===== config.mk =====
export PLATFORM = sky130hd
export DESIGN_NAME = kanagawa_weighted_rr_arbiter
export DESIGN_NICKNAME = d
export VERILOG_FILES = /design/src/rtl/kanagawa_weighted_rr_arbiter.sv
export SDC_FILE = /design/constraint.sdc
export NUM_CORES = 1
export LEC_CHECK = 0
export ABC_AREA = 1
export CAP_MARGIN = 5
export CELL_PAD_IN_SITES_DETAIL_PLACEMENT = 0
export CELL_PAD_IN_SITES_GLOBAL_PLACEMENT = 1
export CORE_AREA = 2 2 92 76
export DETAILED_ROUTE_END_ITERATION = 7
export DIE_AREA = 0 0 94 78
export PLACE_DENSITY_LB_ADDON = 0.08
export SLEW_MARGIN = 25
export SYNTH_ARGS = -nofsm -noshare
export SYNTH_HDL_FRONTEND = slang
export SYNTH_SLANG_ARGS = --single-unit

===== constraint.sdc =====
create_clock -name clk -period 2.3 [get_ports clk]
set_clock_uncertainty 0.2 [all_clocks]
set_input_delay 0.23 -clock clk [delete_from_list [all_inputs] [get_ports clk]]
set_output_delay 0.23 -clock clk [all_outputs]
set_load 0.1 [all_outputs]

===== src/rtl/kanagawa_weighted_rr_arbiter.sv =====
`default_nettype none
// +----------------------------------------------------------------------------+
// | kanagawa_weighted_rr_arbiter: weighted round-robin merge of N show-ahead   |
// | FIFO sources onto one sink write port. Optional: KANAGAWA_WRR_GRANT_COUNT_EN|
// | Rev 1.0                                                                    |
// +----------------------------------------------------------------------------+
module kanagawa_weighted_rr_arbiter #(
  parameter int NUM_PORTS              = 4,
  parameter int WIDTH                  = 8,
  parameter int IS_TRANSACTIONAL       = 0,
  parameter int END_TRANSACTION_OFFSET = 0,
  parameter int WEIGHT_WIDTH           = 4,
  localparam int PW                    = $clog2(NUM_PORTS)
) (
  input  logic                            clk,
  input  logic                            rst_n,
  input  logic [NUM_PORTS-1:0][WIDTH-1:0] data_in,
  input  logic [NUM_PORTS-1:0]            empty_in,
  output logic [NUM_PORTS-1:0]            rden_out,
  output logic [WIDTH-1:0]                data_out,
  output logic                            wren_out,
  input  logic                            full_in,
  input  logic                            cfg_valid,
  input  logic [PW-1:0]                   cfg_port,
  input  logic [WEIGHT_WIDTH-1:0]         cfg_weight,
  output logic [PW-1:0]                   grant_port_out,
  output logic                            locked_out
`ifdef KANAGAWA_WRR_GRANT_COUNT_EN
  ,
  output logic [NUM_PORTS-1:0][15:0]      grant_count_out
`endif
);

  logic [WEIGHT_WIDTH-1:0] weight [NUM_PORTS];
  logic [WEIGHT_WIDTH-1:0] credit;
  logic [PW-1:0]           owner;
  logic                    locked;

  logic [NUM_PORTS-1:0]    elig;
  logic [PW-1:0]           sel;
  logic [WEIGHT_WIDTH-1:0] cur;
  logic                    grant;
  logic                    found;
  logic [PW:0]             scan_idx;
  logic                    wren;
  logic                    end_tx;
  logic                    cfg_hit;

  generate
    for (genvar i = 0; i < NUM_PORTS; i++) begin : g_elig
      assign elig[i] = !empty_in[i] && (weight[i] != '0);
    end
  endgenerate

  // Lock beats continuation beats rotation; the rotation scan visits the owner last.
  always_comb begin
    sel      = owner;
    cur      = credit;
    grant    = 1'b0;
    found    = 1'b0;
    scan_idx = '0;
    if (locked) begin
      grant = !empty_in[owner];
    end else if (elig[owner] && (credit != '0)) begin
      grant = 1'b1;
    end else begin
      for (int k = 1; k <= NUM_PORTS; k++) begin
        scan_idx = {1'b0, owner} + (PW+1)'(k);
        if (scan_idx >= (PW+1)'(NUM_PORTS)) begin
          scan_idx = scan_idx - (PW+1)'(NUM_PORTS);
        end
        if (!found && elig[scan_idx[PW-1:0]]) begin
          found = 1'b1;
          sel   = scan_idx[PW-1:0];
        end
      end
      grant = found;
      cur   = weight[sel];
    end
  end

  generate
    if (IS_TRANSACTIONAL != 0) begin : g_tx
      assign end_tx = data_in[sel][END_TRANSACTION_OFFSET];
    end else begin : g_no_tx
      assign end_tx = 1'b1;
    end
  endgenerate

  assign wren    = grant && !full_in && rst_n;
  assign cfg_hit = cfg_valid && ({1'b0, cfg_port} < (PW+1)'(NUM_PORTS));

  always_comb begin
    rden_out = '0;
    if (wren) begin
      rden_out[sel] = 1'b1;
    end
  end

  assign wren_out       = wren;
  assign data_out       = data_in[sel];
  assign grant_port_out = rst_n ? sel : '0;
  assign locked_out     = locked;

  always_ff @(posedge clk or negedge rst_n) begin
    if (!rst_n) begin
      owner  <= PW'(NUM_PORTS - 1);
      credit <= '0;
      locked <= 1'b0;
    end else if (wren) begin
      owner <= sel;
      if (end_tx) begin
        locked <= 1'b0;
        credit <= (cur == '0) ? '0 : cur - WEIGHT_WIDTH'(1);
      end else begin
        // Inside a transaction the budget is frozen until the end word pops.
        locked <= 1'b1;
        credit <= cur;
      end
    end
  end

  always_ff @(posedge clk or negedge rst_n) begin
    if (!rst_n) begin
      for (int i = 0; i < NUM_PORTS; i++) begin
        weight[i] <= WEIGHT_WIDTH'(1);
      end
    end else if (cfg_hit) begin
      weight[cfg_port] <= cfg_weight;
    end
  end

`ifdef KANAGAWA_WRR_GRANT_COUNT_EN
  always_ff @(posedge clk or negedge rst_n) begin
    if (!rst_n) begin
      grant_count_out <= '0;
    end else if (wren && (grant_count_out[sel] != 16'hFFFF)) begin
      grant_count_out[sel] <= grant_count_out[sel] + 16'd1;
    end
  end
`else
`endif

endmodule
`default_nettype wire


# After elaboration in Yosys (flattened, before gate mapping)
# Index checks and enable logic that the tools add are counted.
totals:
  out_inout_bits: 16
  regBits: 22
  in_bits: 46
  wordCells: 103
classes:
  n_reduce_logical: 26
  magnitude_cmp: 14
  add_sub_neg: 9
  n_bitwise: 2
  muxes: 46
op_table:
  columns: ["cell", "count"]
  rows:
  - ["$mux 2", 15]
  - ["$mux 4", 6]
  - ["$reduce_bool 4->1", 5]
  - ["$ge 3x3->1 const B", 6]
  - ["$lt 2x3->1 const B", 6]
  - ["$bmux 8 s2", 1]
  - ["$bwmux 16", 1]
  - ["$mux 1", 14]
  - ["$logic_and 1x1->1", 12]
  - ["$bmux 1 s2", 5]
  - ["$bmux 4 s2", 1]
  - ["$demux 4 s2", 1]
  - ["$logic_not 1->1", 8]
  - ["$mux 8", 1]
  - ["$sub 2x1->2 const B", 4]
  - ["$add 2x2->3 const B", 2]
  - ["$not 2->3", 2]
  - ["$logic_not 4->1", 1]
  - ["$sub 4x1->4 const B", 1]
  - ["$add 2x1->3 const B", 1]
  - ["$add 2x3->3 const B", 1]
  - ["$lt 3x1->1 const B", 1]
  - ["$demux 1 s2", 1]
  - ["$ge 2x1->1 const B", 1]

# Longest topological paths before layout
# Gate-level depths: netlist of the first run.
logic_depth:
  depth_word: 29
  mapped_depth: 20
  mapped_depth_nobuf: 20

# Worst setup path before layout of the first run
# Ideal clock, no wire load.
synth_timing:
  path_kind: "reg-to-output"
  startpoint: "register owner[0]"
  endpoint: "output data_out[5]"
  n_path_buf: 2
  setup_slack_ns: -2.171
  required_ns: 1.870
  arrival_time_ns: 4.041
  stages_incl_launch_ff: 14
  path_cell_list: "dfstp_2 buf_4 xor2_2 inv_2 nand3_2 nand2_4 nand2_2 nand3_1 nand3_2 nand2_2 nand2_1 o21ai_2 buf_6 o311ai_1"
synth_between:
  elab_chain_cells: 23
  elab_cells_between_ends: 51
  classes_between: "add/sub: 8; order compare: 4; mux: 32; reduce/logical: 7"
synth_rtl:
  columns: ["item", "line", "source"]
  rows:
  - ["start: declaration", "36", "logic [PW-1:0] owner;"]
  - ["start signal: assignment", "107", "owner <= PW'(NUM_PORTS - 1);"]
  - ["start signal: assignment", "111", "owner <= sel;"]
  - ["$add 2x1->3", "68", "scan_idx = {1'b0, owner} + (PW+1)'(k);"]
  - ["$ge 3x3->1 or $sub 2x1->2 (tied branches)", "69, 70", null]
  - ["$mux 2", "69", "if (scan_idx >= (PW+1)'(NUM_PORTS)) begin"]
  - ["$mux 2", "64", "end else if (elig[owner] && (credit != '0)) begin"]
  - ["$bmux 1 s2", "72", "if (!found && elig[scan_idx[PW-1:0]]) begin"]
  - ["$mux 1 (implied by the code)", "72", null]
  - ["$mux 1", "72", null]
  - ["$mux 1", "64", null]
  - ["(+7 left out)", null, null]
  - ["$mux 1", "64", null]
  - ["$logic_not 1->1", "72", null]
  - ["$logic_and 1x1->1", "72", null]
  - ["$mux 2", "72", null]
  - ["$mux 2", "64", null]
  - ["$mux 2 (*)", "64", null]
  - ["$bmux 8 s2 (*)", "101", "assign data_out = data_in[sel];"]
  - ["$mux 8 (implied by the code) (*)", "101", null]
  - ["end: declaration", "20", "output logic [WIDTH-1:0] data_out,"]
# Mark *: on every way between the ends. The rest lies on a longest branch, timed or not. The select of a mux whose other input is x is not followed.

# Worst setup path after layout of the first run
layout_timing:
  startpoint: "register weight[8] in the netlist's numbering"
  endpoint: "output data_out[1]"
layout_between:
  elab_chain_cells: 21
  elab_cells_between_ends: 33
  classes_between: "mux: 24; reduce/logical: 9"
layout_rtl:
  columns: ["item", "line", "source"]
  rows:
  - ["start: declaration", "34", "logic [WEIGHT_WIDTH-1:0] weight [NUM_PORTS];"]
  - ["start signal: indexed assignment", "129", "weight[cfg_port] <= cfg_weight;"]
  - ["$reduce_bool 4->1 (*)", "51", "assign elig[i] = !empty_in[i] && (weight[i] != '0);"]
  - ["$logic_and 1x1->1 (*)", "51", null]
  - ["$bmux 1 s2", "72", null]
  - ["$mux 1 (implied by the code)", "72", null]
  - ["$mux 1", "72", null]
  - ["$mux 1", "64", null]
  - ["$logic_not 1->1", "72", null]
  - ["$logic_and 1x1->1", "72", null]
  - ["(+5 left out)", null, null]
  - ["$mux 1", "64", null]
  - ["$logic_not 1->1", "72", null]
  - ["$logic_and 1x1->1", "72", null]
  - ["$mux 2", "72", null]
  - ["$mux 2", "64", null]
  - ["$mux 2 (*)", "64", null]
  - ["$bmux 8 s2 (*)", "101", null]
  - ["$mux 8 (implied by the code) (*)", "101", null]
# Marked as above.

==> results of run 1 <==
==> per-layer routing <==
metal | vias to the layer above | part of all wire
met1 | 1041 | 0.48
met3 | 2 | 0.041
met5 | - | 0
met4 | 0 | 0.0023
met2 | 44 | 0.48
li1 | 1131 | -
==> logic make-up after synthesis <==
kind of cell / share of synthesized area
XOR/XNOR: 0.00926
other: 0.00213
AND/OR/NAND/NOR: 0.472
buffers and inverters: 0.0818
flip-flops: 0.317
AO/OA/AOI/OAI: 0.117
==> registers in the layout (all words and copies together), names as in the netlist <==
name,flops
owner,2
weight,16
credit,4
==> synth_stat cells <==
master	number	share of area
a21oi_1	4	0.011
buf_2	1	0.0028
o21ai_0	18	0.051
inv_2	6	0.013
o21ai_1	2	0.0057
nand2_4	4	0.026
nand2_1	78	0.17
nor2_1	38	0.081
xor2_2	1	0.0093
a21boi_1	1	0.0043
dfrtp_1	16	0.23
nand2_2	4	0.014
o21ai_2	1	0.0050
dfstp_2	6	0.090
inv_1	18	0.038
nand3b_1	1	0.0043
nor4_1	1	0.0036
conb_1	1	0.0021
nand3_1	46	0.13
buf_6	1	0.0064
nor3_2	1	0.0057
nor2_2	1	0.0036
buf_4	5	0.021
o311ai_1	8	0.040
nand3_4	1	0.010
nand3_2	4	0.023
nand4_1	1	0.0036
==> layout make-up <==
class,instances,area [µm²]
fillers,593,2790
inverters,24,103
clock buffers,4,45.0
multi-input cells,216,1440
well taps,84,105
flip-flops and latches,22,558
repair buffers,124,1300
==> worst max-delay path, stage by stage (launching register included) <==
cell       delay (ns)
dfstp_2          0.54
nor2_1           0.05
nand2_2          0.11
nand3_1          0.11
nand3_1          0.09
nand2_1          0.09
nor2_1           0.18
inv_2            0.07
buf_4            0.15
o21ai_4          0.29
clkbuf_16        0.25
nand3_1          0.11
o311ai_4         0.09
buf_12           0.21
==> worst paths after layout <==
check	end
max	data_out[1]
min	credit[0]$_DFFE_PN0P_
max reg2reg	credit[1]$_DFFE_PN0P_
min reg2reg	credit[3]$_DFFE_PN0P_
max in group asynchronous	weight[12]$_DFFE_PN1P_
min in group clk	credit[3]$_DFFE_PN0P_
==> through the flow <==
step / hold slack, ns / TNS [ns] / std cells / util
6_report: 0.290 / -11.09 / 474 / 0.560
3_5_place_dp: 0.369 / -6.86 / 460 / 0.505
4_1_cts: 0.305 / -10.34 / 469 / 0.524
3_3_place_gp: 0.372 / -6.91 / 460 / 0.505
5_1_grt: 0.306 / -14.10 / 474 / 0.560
2_1_floorplan: -0.266 / -10.89 / 269 / -
==> layout by cell type (no fill, tap or decap), types with 4 or more instances in the layout <==
master / n
buf_12: 16
nand2_4: 9
nand2_2: 18
nor2_4: 7
dfstp_2: 6
clkdlybuf4s50_1: 45
buf_6: 4
dfrtp_1: 16
buf_4: 56
nand3_4: 4
o311ai_4: 8
nor2_2: 4
nand3_2: 8
inv_2: 4
nand3_1: 39
o21ai_0: 17
nor2_1: 28
inv_1: 17
nand2_1: 59
==> what timing repair did <==
action                                 in CTS  in global routing
setup endpoints to repair                  21                 21
resized for setup                          12                 42
endpoints found under the hold margin       0                  0
gates cloned                                0                  2
buffers inserted                            6                  7
hold buffers                                0                  0
pin swaps                                   2                 11
==> impl_metrics.ini, run 1 <==
[run_status]
status = finished, violations left
violations = setup timing

[placement]
dp.final_hpwl_um = 4980
place.port_buffers = 60
place_ws_ns = -0.524
dpl_cell_area_um2 = 3200
gp_congestion = 0.812

[sta]
finalCritPeriodShare = 1.33
rsz0062_at_grt = yes
max_freq_mhz = 327
hold_violations = 0
drv_slew = 0
setup_ws_ns = -0.759
min_period_ns = 3.06
setup_violations = 21

[finish]
design_area_um2 = 3550
finish.net_count = 437
diodes = 0
area_growth_pct = 102
drive_gt1_frac = 0.413

[clock_tree]
cts_buffers = 3
path_clk_slew_ns = 0.09
ctsRootBufferMaster = clkbuf_8
clockBufferDepth = 2
clkLatencyLatePin_ns = 0.27
cts_sinks = 22
htree_num_levels = 1
cts_tree = yes

[worst_setup_path]
critPathKind = flip-flop to output pin
reg2reg_setup_slack_ns = -0.28
timing.rr.start = owner[0]$_DFFE_PN1P_
cp_data_arrival_time_ns = 2.63
crit_required_ns = 1.87
crit_start = weight[8]$_DFFE_PN1P_
start_kind = flip-flop
path_max_fanout = 7
reg2regPathDepth = 18
cp-end-kind = output pin

[global_routing]
grt_pass1_vias = 2088
top_usage_layer = met2
met2_usage = 0.275
antenna_found_initial = 0
grt_pass1_wl_um = 10200
grt.overflow.total = 0
grt_max_degree = 24
track_usage = 0.174
grtUsageMet1 = 0.260
grtUsageMet3 = 0.0243

[flow_run]
drv_cap = 0

[synthesis]
ys_seq_elements = 22
yosys_warnings = 0
syn_area_um2 = 1760
synth_nets = 315
ys_seq_area_frac = 0.317
synthDistinctLibCells = 27
postSynthCellCount = 269
syn_area_per_cell_um2 = 6.54

[detailed_routing]
drt-vias-per-instance = 4.68
first_iter_violations = 140
via_count = 2218
first_pass_iters = 4
drc = 0
wl_per_cell_um = 13.6
postRouteAntennaNets = 0
wirelength_um = 6420

[floorplanning]
die_h_um = 78
io_pins = 62
rows = 26
die_w_um = 94
coreArea_um2 = 6340
die_area_um2 = 7330
start_util = 0.277

[hold_path]
hp-class = input pin to asynchronous set/reset pin
Power of run 1 is not shown: default switching activity piles up to over one toggle a cycle in this logic, so the estimate is an artifact.
==> inputs of run 2 (changes only) <==
- SETUP_SLACK_MARGIN: default -> 0.02
==> results of run 2 <==
The final DEF is identical to that of run 1; final timing and power are the same.
Power of run 2 is left out for the same reason.
